### config.mk
export PLATFORM = sky130hd
export DESIGN_NAME = timer_sched_flat
export DESIGN_NICKNAME = d
export VERILOG_FILES = /design/src/rtl/timer_sched_if.sv /design/src/rtl/timer_sched.sv /design/src/flat_wrapper.sv
export SDC_FILE = /design/constraint.sdc
export NUM_CORES = 1
export LEC_CHECK = 0
export ABC_AREA = 1
export CAP_MARGIN = 15
export CORE_ASPECT_RATIO = 0.6
export CORE_MARGIN = 4
export CORE_UTILIZATION = 43
export CTS_CLUSTER_DIAMETER = 120
export DETAILED_ROUTE_END_ITERATION = 8
export MAX_ROUTING_LAYER = met4
export PLACE_DENSITY = 0.78
export SYNTH_ARGS = -nofsm -noshare
export SYNTH_HDL_FRONTEND = slang
export SYNTH_SLANG_ARGS = --single-unit
### constraint.sdc
create_clock -name clk -period 2.8 [get_ports clk]
set_clock_uncertainty 0.2 [all_clocks]
set_input_delay 0.28 -clock clk [delete_from_list [all_inputs] [get_ports clk]]
set_output_delay 0.28 -clock clk [all_outputs]
set_load 0.02 [all_outputs]
### src/rtl/timer_sched_if.sv
// timer_sched_if: slave bus of the one-shot timer peripheral.
// master: the scheduler driving the strobes; slave: the timer answering with rdy_/irq.
interface timer_sched_if;
   logic        t_cs_;
   logic        t_as_;
   logic        t_rw;
   logic [1:0]  t_addr;
   logic [31:0] t_wr_data;
   logic        t_rdy_;
   logic        t_irq;

   modport master (
      output t_cs_, t_as_, t_rw, t_addr, t_wr_data,
      input  t_rdy_, t_irq
   );

   modport slave (
      input  t_cs_, t_as_, t_rw, t_addr, t_wr_data,
      output t_rdy_, t_irq
   );
endinterface

### src/rtl/timer_sched.sv
// timer_sched: shares one one-shot timer among REQ_NUM requesters.
// Arbitrates, programs EXPR/COUNTER/CTRL, waits for the irq, clears INTR, pulses done.
// Build option: TIMER_SCHED_FIXED_PRIO_EN selects fixed priority (lowest index wins)
// instead of the default round-robin arbitration.
module timer_sched #(
   parameter int unsigned REQ_NUM   = 4,
   parameter int unsigned REQ_IDX_W = 2
) (
   input  logic                   clk,
   input  logic                   reset,
   input  logic [REQ_NUM-1:0]     req,
   input  logic [32*REQ_NUM-1:0]  period,
   output logic [REQ_NUM-1:0]     done,
   output logic [REQ_IDX_W-1:0]   owner,
   output logic                   busy,
   timer_sched_if.master          tbus
);

   localparam logic [2:0] IDLE     = 3'd0;
   localparam logic [2:0] WR_EXPR  = 3'd1;
   localparam logic [2:0] WR_CNT   = 3'd2;
   localparam logic [2:0] WR_CTRL  = 3'd3;
   localparam logic [2:0] WAIT_IRQ = 3'd4;
   localparam logic [2:0] CLR_INTR = 3'd5;
   localparam logic [2:0] ABORT    = 3'd6;
   localparam logic [2:0] DONE     = 3'd7;

   localparam logic [1:0] ADDR_CTRL = 2'd0;
   localparam logic [1:0] ADDR_INTR = 2'd1;
   localparam logic [1:0] ADDR_EXPR = 2'd2;
   localparam logic [1:0] ADDR_CNT  = 2'd3;

   localparam logic RW_READ  = 1'b1;
   localparam logic RW_WRITE = 1'b0;

   logic [2:0]            state_q, state_d;
   logic [REQ_IDX_W-1:0]  owner_q, owner_d;
   logic [31:0]           expr_q, expr_d;
   logic                  busy_q, busy_d;
   logic [REQ_NUM-1:0]    done_q, done_d;
   logic                  aborted_q, aborted_d;
   logic                  cs_q, cs_d;
   logic                  as_q, as_d;
   logic                  rw_q, rw_d;
   logic [1:0]            addr_q, addr_d;
   logic [31:0]           wdata_q, wdata_d;
`ifndef TIMER_SCHED_FIXED_PRIO_EN
   logic [REQ_IDX_W-1:0]  rr_ptr_q, rr_ptr_d;
`endif

   logic                  win_found;
   logic [REQ_IDX_W-1:0]  win_idx;
   logic [REQ_IDX_W-1:0]  cand;
   logic [31:0]           win_period;

   logic                  wr_active;
   logic [1:0]            wr_addr;
   logic [31:0]           wr_data;
   logic [2:0]            wr_next;

   // Pick the winning requester and fetch its period.
   always_comb begin
      win_found  = 1'b0;
      win_idx    = '0;
      cand       = '0;
      win_period = '0;
      for (int unsigned i = 0; i < REQ_NUM; i++) begin
`ifdef TIMER_SCHED_FIXED_PRIO_EN
         cand = REQ_IDX_W'(i);
`else
         cand = REQ_IDX_W'((32'(rr_ptr_q) + i) % REQ_NUM);
`endif
         if (!win_found && req[cand]) begin
            win_found = 1'b1;
            win_idx   = cand;
         end
      end
      for (int unsigned j = 0; j < REQ_NUM; j++) begin
         if (REQ_IDX_W'(j) == win_idx) win_period = period[32*j +: 32];
      end
   end

   // Session FSM plus the shared bus-write engine; write states only name addr/data/next.
   always_comb begin
      state_d   = state_q;
      owner_d   = owner_q;
      expr_d    = expr_q;
      busy_d    = busy_q;
      done_d    = '0;
      aborted_d = aborted_q;
      cs_d      = cs_q;
      as_d      = as_q;
      rw_d      = rw_q;
      addr_d    = addr_q;
      wdata_d   = wdata_q;
`ifndef TIMER_SCHED_FIXED_PRIO_EN
      rr_ptr_d  = rr_ptr_q;
`endif
      wr_active = 1'b0;
      wr_addr   = ADDR_CTRL;
      wr_data   = '0;
      wr_next   = state_q;

      case (state_q)
         IDLE: begin
            if (win_found) begin
               owner_d   = win_idx;
               expr_d    = (win_period == '0) ? '0 : win_period - 32'd1;
               busy_d    = 1'b1;
               aborted_d = 1'b0;
               state_d   = WR_EXPR;
            end
         end
         WR_EXPR: begin
            wr_active = 1'b1;
            wr_addr   = ADDR_EXPR;
            wr_data   = expr_q;
            wr_next   = WR_CNT;
         end
         WR_CNT: begin
            wr_active = 1'b1;
            wr_addr   = ADDR_CNT;
            wr_data   = '0;
            wr_next   = WR_CTRL;
         end
         WR_CTRL: begin
            wr_active = 1'b1;
            wr_addr   = ADDR_CTRL;
            wr_data   = 32'h1;
            wr_next   = WAIT_IRQ;
         end
         WAIT_IRQ: begin
            if (tbus.t_irq) begin
               state_d = CLR_INTR;
            end else if (!req[owner_q]) begin
               aborted_d = 1'b1;
               state_d   = ABORT;
            end
         end
         ABORT: begin
            wr_active = 1'b1;
            wr_addr   = ADDR_CTRL;
            wr_data   = '0;
            wr_next   = CLR_INTR;
         end
         CLR_INTR: begin
            wr_active = 1'b1;
            wr_addr   = ADDR_INTR;
            wr_data   = '0;
            wr_next   = aborted_q ? IDLE : DONE;
         end
         DONE: begin
            state_d = IDLE;
         end
         default: state_d = IDLE;
      endcase

      // Launch cycle (strobes high) loads the strobe; the write is held until rdy_ is seen low.
      if (wr_active) begin
         if (!cs_q) begin
            if (!tbus.t_rdy_) begin
               cs_d    = 1'b1;
               as_d    = 1'b1;
               rw_d    = RW_READ;
               state_d = wr_next;
            end
         end else begin
            cs_d    = 1'b0;
            as_d    = 1'b0;
            rw_d    = RW_WRITE;
            addr_d  = wr_addr;
            wdata_d = wr_data;
         end
      end

      // Leaving CLR_INTR ends the session; only a non-aborted one pulses done.
      if (state_q == CLR_INTR && state_d != CLR_INTR) begin
         busy_d = 1'b0;
         if (!aborted_q) begin
            done_d[owner_q] = 1'b1;
`ifndef TIMER_SCHED_FIXED_PRIO_EN
            rr_ptr_d = (owner_q == REQ_IDX_W'(REQ_NUM - 1)) ? '0 : owner_q + 1'b1;
`endif
         end
      end
   end

   // State and registered bus outputs, cleared by synchronous reset.
   always_ff @(posedge clk) begin
      if (reset) begin
         state_q   <= IDLE;
         owner_q   <= '0;
         expr_q    <= '0;
         busy_q    <= 1'b0;
         done_q    <= '0;
         aborted_q <= 1'b0;
         cs_q      <= 1'b1;
         as_q      <= 1'b1;
         rw_q      <= RW_READ;
         addr_q    <= '0;
         wdata_q   <= '0;
`ifndef TIMER_SCHED_FIXED_PRIO_EN
         rr_ptr_q  <= '0;
`endif
      end else begin
         state_q   <= state_d;
         owner_q   <= owner_d;
         expr_q    <= expr_d;
         busy_q    <= busy_d;
         done_q    <= done_d;
         aborted_q <= aborted_d;
         cs_q      <= cs_d;
         as_q      <= as_d;
         rw_q      <= rw_d;
         addr_q    <= addr_d;
         wdata_q   <= wdata_d;
`ifndef TIMER_SCHED_FIXED_PRIO_EN
         rr_ptr_q  <= rr_ptr_d;
`endif
      end
   end

   assign tbus.t_cs_     = cs_q;
   assign tbus.t_as_     = as_q;
   assign tbus.t_rw      = rw_q;
   assign tbus.t_addr    = addr_q;
   assign tbus.t_wr_data = wdata_q;
   assign done           = done_q;
   assign owner          = owner_q;
   assign busy           = busy_q;

endmodule

### src/flat_wrapper.sv
// flat-port wrapper written by rule: the top's interface ports become plain ports
module timer_sched_flat 
#(
   parameter int unsigned REQ_NUM   = 4,
   parameter int unsigned REQ_IDX_W = 2
)
  (clk, reset, req, period, done, owner, busy, tbus_t_cs_, tbus_t_as_, tbus_t_rw, tbus_t_addr, tbus_t_wr_data, tbus_t_rdy_, tbus_t_irq);
  timer_sched_if tbus_i ();
  input  logic clk;
  input  logic reset;
  input  logic [REQ_NUM-1:0] req;
  input  logic [32*REQ_NUM-1:0] period;
  output logic [REQ_NUM-1:0] done;
  output logic [REQ_IDX_W-1:0] owner;
  output logic busy;
  output wire logic [$bits(tbus_i.t_cs_)-1:0] tbus_t_cs_;
  output wire logic [$bits(tbus_i.t_as_)-1:0] tbus_t_as_;
  output wire logic [$bits(tbus_i.t_rw)-1:0] tbus_t_rw;
  output wire logic [$bits(tbus_i.t_addr)-1:0] tbus_t_addr;
  output wire logic [$bits(tbus_i.t_wr_data)-1:0] tbus_t_wr_data;
  input wire logic [$bits(tbus_i.t_rdy_)-1:0] tbus_t_rdy_;
  input wire logic [$bits(tbus_i.t_irq)-1:0] tbus_t_irq;
  assign tbus_t_cs_ = tbus_i.t_cs_;
  assign tbus_t_as_ = tbus_i.t_as_;
  assign tbus_t_rw = tbus_i.t_rw;
  assign tbus_t_addr = tbus_i.t_addr;
  assign tbus_t_wr_data = tbus_i.t_wr_data;
  assign tbus_i.t_rdy_ = tbus_t_rdy_;
  assign tbus_i.t_irq = tbus_t_irq;
  timer_sched #(.REQ_NUM(REQ_NUM), .REQ_IDX_W(REQ_IDX_W)) u_core (.clk(clk), .reset(reset), .req(req), .period(period), .done(done), .owner(owner), .busy(busy), .tbus(tbus_i));
endmodule
* Word level (Yosys, flattened, before mapping)
Cells that the tools add are included.
Word-level totals: bits in read-only memories 0, bits in latches 0, RAM bits 0, bits in registers 81, word-level logic and storage cells 106, memories kept 0
Operators by class: equality and inequality tests 16, reduce and logical (&&, ||, !) cells 20, div/mod/pow operators 0, shift operators 0, muxes and demuxes 46, bitwise gates (word level) 2, $add $sub $neg 5, $lt $le $gt $ge 6, $mul 0
Operator list (count):
- $mux 32 | 5
- $pmux 32 s2 | 1
- $logic_not 32->1 | 1
- $sub 32x1->32 const B | 1
- $mux 3 | 7
- $mux 1 | 18
- $lt 2x3->1 const B | 5
- $pmux 3 s5 | 1
- $eq 3x3->1 const B | 4
- $bmux 1 s2 | 5
- $mux 2 | 5
- $pmux 3 s3 | 1
- $reduce_and 2->1 | 4
- $eq 3x2->1 const B | 2
- $pmux 2 s3 | 1
- $logic_and 1x1->1 | 5
- $reduce_or 5->1 | 1
- $add 2x1->2 const B | 2
- $add 2x2->2 const B | 2
- $eq 2x2->1 const A | 2
- $ne 2x1->1 const B | 2
- $ne 2x2->1 const B | 2
- $reduce_and 4->1 | 1
- $eq 3x1->1 const B | 1
- 13 further kinds | 16

* Depth between registers and ports, before layout
Gate-level depths: netlist of run 1.
word-level depth 21, depth in mapped cells 25

* Worst setup path after synthesis of run 1
OpenSTA, ideal clock, no wires.
kind reg2reg, from register u_core.rr_ptr_q[0], to register u_core.expr_q[18], path buffers 4, arrival 2.739 ns, path slack -0.255 ns, data required time 2.483 ns, setup time 0.117 ns, stages on the path, launching flop included 24, cells stage by stage dfxtp_1 buf_6 nand2_2 nand2_2 nand2_1 nand2_2 nor2_2 nand3_2 nand2_4 nand2_8 buf_6 buf_6 nand3_1 nand3_1 a21oi_2 ha_1 nand3_1 nor2_2 nand3_1 nor2_2 nand3_2 nand2_2 buf_6 o21ai_1
On the way: word-level cells in the longest chain between the ends 19, elaborated cells on any way between the ends 37, those cells by class add/sub: 4; eq/ne: 3; mux: 21; reduce/logical: 9
Ends and longest elaborated chain:
- start, declared | RTL line timer_sched.sv:48 | logic [REQ_IDX_W-1:0] rr_ptr_q, rr_ptr_d;
- start signal, assigned | RTL line timer_sched.sv:218 | rr_ptr_q <= rr_ptr_d;
- branches (longest 19 deep; another with $add 2x1->2)
- end signal, assigned | RTL line timer_sched.sv:208 | expr_q <= expr_d;
- end, declared | RTL line timer_sched.sv:38 | logic [31:0] expr_q, expr_d;
Parallel ways; which one is timed is not known. The select of a mux whose other input is x is not followed. A chain may end at the register's enable or synchronous reset.

* Final worst setup path of run 1
Same ends and word-level chain as after synthesis.

==> results of run 1 <==
area by class of cell:
type,instances,area [sq um]
Multi-Input combinational cell,726,4170
Clock inverter,3,90.1
Timing Repair Buffer,336,3080
Sequential cell,81,1630
Fill cell,998,3150
Clock buffer,12,236
Tap cell,170,213
Inverter,81,319
layer usage:
metal	routed length, um	track usage	up-vias	part of all wire
met5	0	-	-	0
met4	408	0.0593	0	0.018
met3	2120	0.0796	55	0.093
met2	10400	0.441	357	0.45
met1	9920	0.380	3466	0.43
li1	-	-	3652	-
registers in the layout, summed over array words and instances (netlist names):
name	flops
u_core.expr_q	32
u_core.tbus.t_wr_data	32
u_core.tbus.t_rw	1
u_core.state_q	3
u_core.owner	2
u_core.busy	1
u_core.done	4
u_core.tbus.t_addr	2
u_core.aborted_q	1
u_core.tbus.t_cs_	1
u_core.rr_ptr_q	2
what timing repair did:
action                     in CTS  in global routing
buffers inserted               16                 10
hold buffers                    0                  0
pin swaps                      22                 46
gates cloned                    4                  2
resized for setup              74                 78
setup endpoints to repair      32                 33
kinds of logic after synthesis:
| logic type | Yosys count |
|---|---|
| AO/OA/AOI/OAI | 107 |
| AND/OR/NAND/NOR | 603 |
| adder cells (fa/ha/maj) | 5 |
| buffers and inverters | 119 |
| XOR/XNOR | 6 |
| flip-flops | 81 |
critical path: cells and delay by family (launching register included):
family	cells	cell delay (ns)
AND/OR/NAND/NOR	14	1.50
AO/OA/AOI/OAI	4	0.55
flip-flops	1	0.36
buffers and inverters	3	0.33
adder cells (fa/ha/maj)	1	0.19
path summary, 6_finish.rpt:
| check | endpoint | slack, ns | cells past startpoint |
|---|---|---|---|
| setup / recovery | u_core.expr_q[18] | -0.40 | 22 |
| hold / removal | u_core.expr_q[2] | 0.26 | 2 |
| setup reg to reg | u_core.expr_q[18] | -0.40 | 22 |
| hold reg to reg | u_core.expr_q[2] | 0.26 | 2 |
report_power, final:
group          total, uW  internal [uW]  leakage, uW  switching (uW)
logic               1770            803      0.00345             962
registers           1330           1260     0.000663            76.9
clock network       1330            868     0.000157             458
total               4420           2930      0.00427            1500
stage by stage:
stage	hold slack (ns)	utilization	cell area, sq um	total power (uW)	setup TNS [ns]
final	0.259	0.755	9740	4420	-10.52
after global routing	0.283	0.755	9740	4620	-15.87
after CTS	0.259	0.726	9360	4260	-6.59
after detailed placement	0.246	0.665	8570	2850	-22.57
after global placement	0.242	0.665	8570	2840	-21.71
after floorplan	0.227	-	5750	2110	-4.32
Yosys cell counts (all sizes together):
cell type  number  area [sq um]
or2             3          18.8
nand4          29           240
nor2          106           513
dfxtp          81          1620
o211ai          1          7.51
clkbuf         21          78.8
a21boi          1          18.8
ha              5          62.6
a21oi          55           283
nand3         139           751
inv            81           304
o21ai          45           225
nand3b          7          52.6
xnor2           2          17.5
a32o            1          10.0
xor2            4          35.0
buf            17           138
a211oi          3          22.5
nand2         313          1230
o21bai          1          7.51
nor3            6          35.0
==> results.cfg, run 1 <==
[finish]
area_growth_pct = 71.6
final_cells = 1409
diodes = 0
final_cell_mix = nand2_1 (261), clkdlybuf4s50_1 (175), buf_4 (145), nand3_1 (114), dfxtp_1 (79)
final_common_cell = nand2_1
nets = 1376
drive_gt1_frac = 0.288

[placement]
dpl.hpwl_mm = 16.5
numPortBuffers = 179
dp.cells = 1362
gp_congestion = 0.967
pre_cts_ws_ns = -0.732

[clock_network]
cts_buffers = 9
clk_latency_ns = 0.34
clockBufferDepth = 2
cts_tree = done
cts-root-buf = clkbuf_16
path_clk_slew_ns = 0.06
htreeDepth = 3
cts_sinks = 81

[grt]
grt_pass1_vias = 7124
grt-ovfl-total = 0
grt_use_total = 0.287
grt_first_pass_wirelength_mm = 34.7
grt_max_degree = 48
antenna_found_initial = 0

[yosys]
synth.area.mux_share = 0
seq_area_frac_synth = 0.286
synth-simple-area-share = 0.501
synth_warnings = 0
synth_compound_area_frac = 0.101
synth_top_family_by_area = simple AND/OR/NAND/NOR gates
synth-xor-area-share = 0.00926
syn_avg_cell_area_sq_um = 6.16
syn_inst = 921
synth_cell_types = 37
ys_seq_elements = 81
syn_area_sq_um = 5680
synth_fa_ha_area_frac = 0.0110
syn_nets = 1062

[worst_hold_path]
hold_path.class = reg -> reg
worstHoldStart = u_core.expr_q[2]

[floorplan]
die_area_sq_um = 15200
die_h_um = 97.0
initial_utilization = 0.440
coreArea_sq_um = 12900
num_rows = 32
die_x_um = 156
num_io_pins = 180

[run]
cap_violations = 0

[status]
violations = setup timing
outcome = complete, but fails checks

[sta]
rsz0062_at_grt = true
worst_slack_ns = -0.402
hold_viol = 0
setup_viol = 32
drv_slew = 0
max_freq_ghz = 0.312
period_needed_ns = 3.20
worst_pin_slew_ns = 0.753
period_share = 1.14
slew_headroom = 0.497

[detailed_routing]
drtPass1Iterations = 6
drt_iter0_markers = 719
dr_total_vias = 7530
vias_per_cell = 5.34
routed_wl_mm = 22.8
drcViolationCount = 0
antenna_left = 0
routedWlPerCell_um = 16.2

[critical_path]
slowest_stage = dfxtp_4
critPathRequiredTime_ns = 2.87
worst_setup_path_start_kind = flip-flop
cp_max_fo = 9
cp-startpoint = u_core.rr_ptr_q[0]
crit_arrival_ns = 3.28
cp_common_cell = nand2_2
worstSetupPathType = reg -> reg
worstPathCellList = buf_12 > nand2_2 > nand2_2 > nand2_2 > nand2_4 > nor2_4 > nand3_2 > nand2_4 > nand2_4 > buf_6 > nand3_2 > nand3_2 > a21oi_4 > ha_4 > inv_2 > nor2_4 > nand3_4 > nor2_4 > nand2_2 > a21oi_2 > o21ai_1 > o21ai_1
r2r-start = u_core.rr_ptr_q[0]
end_kind = flip-flop
crit_path_max_incr_delay_ns = 0.36

[power]
vdd_drop_max_mv = 0.368
p_per_area_nw_per_um2 = 454
leakagePower_uw = 0.00427
Power figures use the tool's default switching activity.
==> inputs of run 2 (changes only) <==
SKIP_CTS_REPAIR_TIMING = 1   (was unset)
==> run 2 against run 1 <==
Effect of this change: the run still ends with setup timing left; via count rose by 0.40%; combinational power rose by 2%; global-route usage fell by 1.4 points; critical path depth rose by 1; maximum frequency fell by 0.92%; sequential power barely moved; design area rose by 3.0%; clock power barely moved; first-iteration DRC count fell by 0.97%; sequential share of layout area fell by 0.46 points; largest cell class unchanged; largest power group unchanged; highest routed layer unchanged.
==> results.cfg, run 2 (synthesis gave the netlist of run 1 again) <==
[finish]
nets = 1379
final_cell_mix = nand2_1 (245), clkdlybuf4s50_1 (176), buf_4 (141), nand3_1 (107), dfxtp_1 (79)
diodes = 0
drive_gt1_frac = 0.322
final_common_cell = nand2_1
area_growth_pct = 76.8

[clock_network]
htreeDepth = 3
cts_tree = done
cts_sinks = 81
clk_latency_ns = 0.34
clockBufferDepth = 2
cts_buffers = 9
cts-root-buf = clkbuf_16
path_clk_slew_ns = 0.06

[grt]
grt_max_degree = 48
busiest_layer = met2
grt_first_pass_wirelength_mm = 33.1
gr-usage-met1 = 0.363
grt_pass1_vias = 6878
met3_usage = 0.0764
grt_use_total = 0.273
grt_use_met2 = 0.414
antenna_found_initial = 0
grt-ovfl-total = 0

[sta]
fin_setup_tns_ns = -10.85
slew_headroom = 0.533
max_freq_ghz = 0.309
worst_slack_ns = -0.432
hold_viol = 0
period_share = 1.15
worst_pin_slew_ns = 0.700
drv_slew = 0
setup_viol = 32
period_needed_ns = 3.23
rsz0062_at_grt = true

[power]
leakagePower_uw = 0.00442
vdd_drop_max_mv = 0.371
p_per_area_nw_per_um2 = 445
fin_total_pwr_uw = 4460

[critical_path]
worstSetupPathType = reg -> reg
crit_arrival_ns = 3.30
r2r-end = u_core.expr_q[18]
cp_max_fo = 8
critPathRequiredTime_ns = 2.87
reg2reg_depth = 23
worst_setup_path_start_kind = flip-flop
ff2ff_setup_slack_ns = -0.43
end_kind = flip-flop
r2r-start = u_core.rr_ptr_q[0]

[placement]
numPortBuffers = 179
dpl.hpwl_mm = 16.5
gp_congestion = 0.967

[floorplan]
die_h_um = 97.0
die_area_sq_um = 15200
num_io_pins = 180
coreArea_sq_um = 12900
initial_utilization = 0.440
die_x_um = 156
num_rows = 32

[detailed_routing]
routedWlPerCell_um = 16.4
drtPass1Iterations = 5
drcViolationCount = 0
routed_wl_mm = 23.1
vias_per_cell = 5.35
drt_iter0_markers = 712
dr_total_vias = 7560
antenna_left = 0

[status]
outcome = complete, but fails checks
violations = setup timing

[worst_hold_path]
worstHoldStart = u_core.expr_q[29]
worstHoldPathCells = 2
hold_path.class = reg -> reg
min_to = u_core.expr_q[29]

[run]
cap_violations = 0
run 2: critical path: stages (launching register included):
cell     delay [ns]
dfxtp_4        0.38
buf_12         0.15
nand2_4        0.07
nand2_4        0.06
nand2_4        0.07
nand2_4        0.08
nor2_4         0.13
nand3_2        0.10
nand2_4        0.12
nand2_8        0.11
nand2_4        0.09
inv_4          0.04
nand2_2        0.05
nand3_2        0.09
a21oi_4        0.16
ha_4           0.18
inv_2          0.05
nor2_4         0.15
nand3_4        0.11
nor2_4         0.23
nand2_2        0.13
a21oi_2        0.18
o21ai_2        0.08
o21ai_1        0.12
run 2: stage by stage:
step	utilization	cell area, sq um	hold WS, ns	setup WS (ns)	cells
after CTS	0.690	8890	0.259	-0.392	1377
after detailed placement	0.665	8570	0.246	-0.732	1362
final	0.778	10000	0.258	-0.432	1412
after floorplan	-	5750	0.227	-0.182	921
after global routing	0.778	10000	0.283	-0.583	1412
after global placement	0.665	8570	0.242	-0.729	1362
run 2: worst max path at each step:
| stage | startpoint | endpoint | slack [ns] | depth (start not counted) |
|---|---|---|---|---|
| finish | u_core.rr_ptr_q[0] | u_core.expr_q[18] | -0.43 | 23 |
| global route | u_core.rr_ptr_q[0] | u_core.expr_q[18] | -0.58 | 23 |
| CTS | req[0] | u_core.expr_q[27] | -0.39 | 21 |
| detailed placement | req[0] | u_core.expr_q[30] | -0.73 | 23 |
| global placement | req[0] | u_core.expr_q[9] | -0.73 | 20 |
| floorplan | u_core.rr_ptr_q[0] | u_core.expr_q[10] | -0.18 | 23 |
run 2: layout make-up:
type	count	area, sq um
fill	914	2860
clock inverter	3	90.1
multi-input combinational	724	4340
inverter	81	319
tap	170	213
clock buffer	12	236
sequential	81	1630
timing repair buffer	341	3210
run 2: where the power goes:
part	internal [uW]	switching (uW)	total [uW]
Clock	867	449	1320
Combinational	824	989	1810
Sequential	1260	77.8	1330
Total	2950	1520	4460
run 2: metal layers:
metal | vias up | wire, um
met5 | - | 0
met4 | 0 | 392
met3 | 53 | 2200
met2 | 364 | 10500
met1 | 3497 | 10100
li1 | 3646 | -
==> inputs of run 3 (changes only) <==
CORE_UTILIZATION = 44   (was 43)
CTS_BUF_LIST = sky130_fd_sc_hd__clkbuf_4 sky130_fd_sc_hd__clkbuf_8   (was unset)
PLACE_DENSITY = 0.8   (was 0.78)
REMOVE_ABC_BUFFERS = 1   (was unset)
==> run 3 against run 2 <==
Effect of this change: the flow still finishes with violations (setup timing); worst setup slack lost 0.056 ns; highest routed layer unchanged; utilization shrank 3.7 points; combinational power shrank 9%; clock power shrank 33%; clock-buffer cell count grew 1; largest power group unchanged; final cell count shrank 1.9%; largest cell class unchanged; worst hold slack is essentially flat; critical path depth grew 2; sequential power is essentially flat.
==> results.cfg, run 3 (synthesis gave the netlist of run 1 again) <==
[sta]
hold_viol = 0
worst_pin_slew_ns = 0.593
rsz0062_at_grt = true
max_freq_ghz = 0.304
slew_headroom = 0.604
worst_slack_ns = -0.488
drv_slew = 0
period_needed_ns = 3.29
setup_viol = 32
period_share = 1.17

[detailed_routing]
routedWlPerCell_um = 15.7
routed_wl_mm = 21.7
antenna_left = 0
drt_iter0_markers = 536
drtPass1Iterations = 5
vias_per_cell = 5.29
drcViolationCount = 0
dr_total_vias = 7327

[clock_network]
cts_tree = done
cts_buffers = 9
clk_latency_ns = 0.35
cts_sinks = 81
path_clk_slew_ns = 0.08
htreeDepth = 3
cts-root-buf = clkbuf_8
clockBufferDepth = 2

[grt]
grt_pass1_vias = 6513
grt_use_total = 0.283
grt_first_pass_wirelength_mm = 32.6
antenna_found_initial = 0
grt-ovfl-total = 0
grt_max_degree = 48

[power]
power.share.switching = 0.355
p_switching_uw = 1370
p_int_uw = 2490
seq_power_share = 0.345
pwr-share-clk = 0.228
vdd_drop_max_mv = 0.266
p_per_area_nw_per_um2 = 423
leakagePower_uw = 0.00405
fin_total_pwr_uw = 3860
pwr-share-comb = 0.428

[floorplan]
die_x_um = 155
initial_utilization = 0.460
die_area_sq_um = 14800
num_io_pins = 180
die_h_um = 96.0
num_rows = 31
coreArea_sq_um = 12300

[finish]
final_cell_mix = nand2_1 (279), clkdlybuf4s50_1 (178), buf_4 (132), nand3_1 (118), dfxtp_1 (79)
fill_cells = 1012
final_common_cell = nand2_1
area_growth_pct = 61.0
drive_gt1_frac = 0.242
nets = 1357
diodes = 0
utilization = 0.741

[worst_hold_path]
hold_path.class = reg -> reg

[placement]
numPortBuffers = 179
dpl.hpwl_mm = 17.3
gp_congestion = 0.997

[status]
outcome = complete, but fails checks
violations = setup timing

[critical_path]
crit_arrival_ns = 3.34
end_kind = flip-flop
worst_setup_path_start_kind = flip-flop
critPathRequiredTime_ns = 2.85
cp_max_fo = 7
worstSetupPathType = reg -> reg

[run]
cap_violations = 0
-- run 3: cell count changes in the layout (fill, tap and decap cells not counted), moves of 9 or more --
cell,delta
nor2_2,-10
clkbuf_16,-13
o21ai_1,+15
clkbuf_8,+11
nand3_1,+11
nor2_1,+17
o21ai_2,-14
nand2_1,+34
nand2_2,-13
buf_4,-9
nand2_4,-20
-- run 3: power groups by stage --
stage	registers, uW	clock network (uW)	logic, uW
detailed placement	1350	0	1510
global route	1340	928	1780
finish	1330	880	1650
floorplan	1380	0	658
CTS	1330	889	1510
global placement	1350	0	1490
-- run 3: worst paths after layout --
| check | cells after the start | slack, ns | start | endpoint |
|---|---|---|---|---|
| worst min-delay path | 2 | 0.26 | u_core.expr_q[2] | u_core.expr_q[2] |
| worst max register to register | 25 | -0.49 | u_core.rr_ptr_q[0] | u_core.expr_q[30] |
| worst min register to register | 2 | 0.26 | u_core.expr_q[2] | u_core.expr_q[2] |
| worst max-delay path | 25 | -0.49 | u_core.rr_ptr_q[0] | u_core.expr_q[30] |
-- run 3: worst max-delay path: stages, from the launching register on --
cell,delay (ns)
dfxtp_4,0.38
buf_6,0.14
nand2_1,0.05
nand2_1,0.12
nand2_2,0.12
nand2_2,0.06
nor2_4,0.12
nand3_2,0.11
nand2_4,0.11
nand2_8,0.09
nand2_4,0.09
inv_2,0.04
nand2_2,0.05
nand3_2,0.08
a21oi_4,0.19
ha_4,0.19
inv_4,0.04
nor2_4,0.09
nand3_2,0.10
buf_6,0.14
nor2_4,0.16
nand3_2,0.11
nor3_2,0.17
nor2_1,0.07
nand2_1,0.08
nand2_1,0.05
-- run 3: metrics by stage --
step | TNS (ns) | cell area (sq um) | cells | setup WS (ns) | hold slack (ns)
final | -14.47 | 9140 | 1385 | -0.488 | 0.258
after global routing | -20.66 | 9140 | 1385 | -0.689 | 0.273
after CTS | -16.25 | 8700 | 1371 | -0.604 | 0.258
after detailed placement | -23.51 | 8500 | 1356 | -0.832 | 0.244
after global placement | -22.31 | 8500 | 1356 | -0.827 | 0.242
after floorplan | -25.47 | 5460 | 883 | -0.889 | 0.149
-- run 3: layout make-up --
type | instances | area [sq um] | share of cell area
Inverter | 81 | 317 | 0.0346
Clock buffer | 13 | 166 | 0.0182
Multi-Input combinational cell | 721 | 3820 | 0.418
Clock inverter | 2 | 37.5 | 0.00411
Tap cell | 165 | 206 | 0.0226
Sequential cell | 81 | 1630 | 0.178
Timing Repair Buffer | 322 | 2960 | 0.324
-- run 3: routing by layer --
| metal | vias to the layer above | share of wire | track usage |
|---|---|---|---|
| li1 | 3598 | - | - |
| met1 | 3297 | 0.47 | 0.428 |
| met2 | 391 | 0.40 | 0.383 |
| met3 | 41 | 0.10 | 0.0458 |
| met4 | 0 | 0.022 | 0.0757 |
| met5 | - | 0 | - |
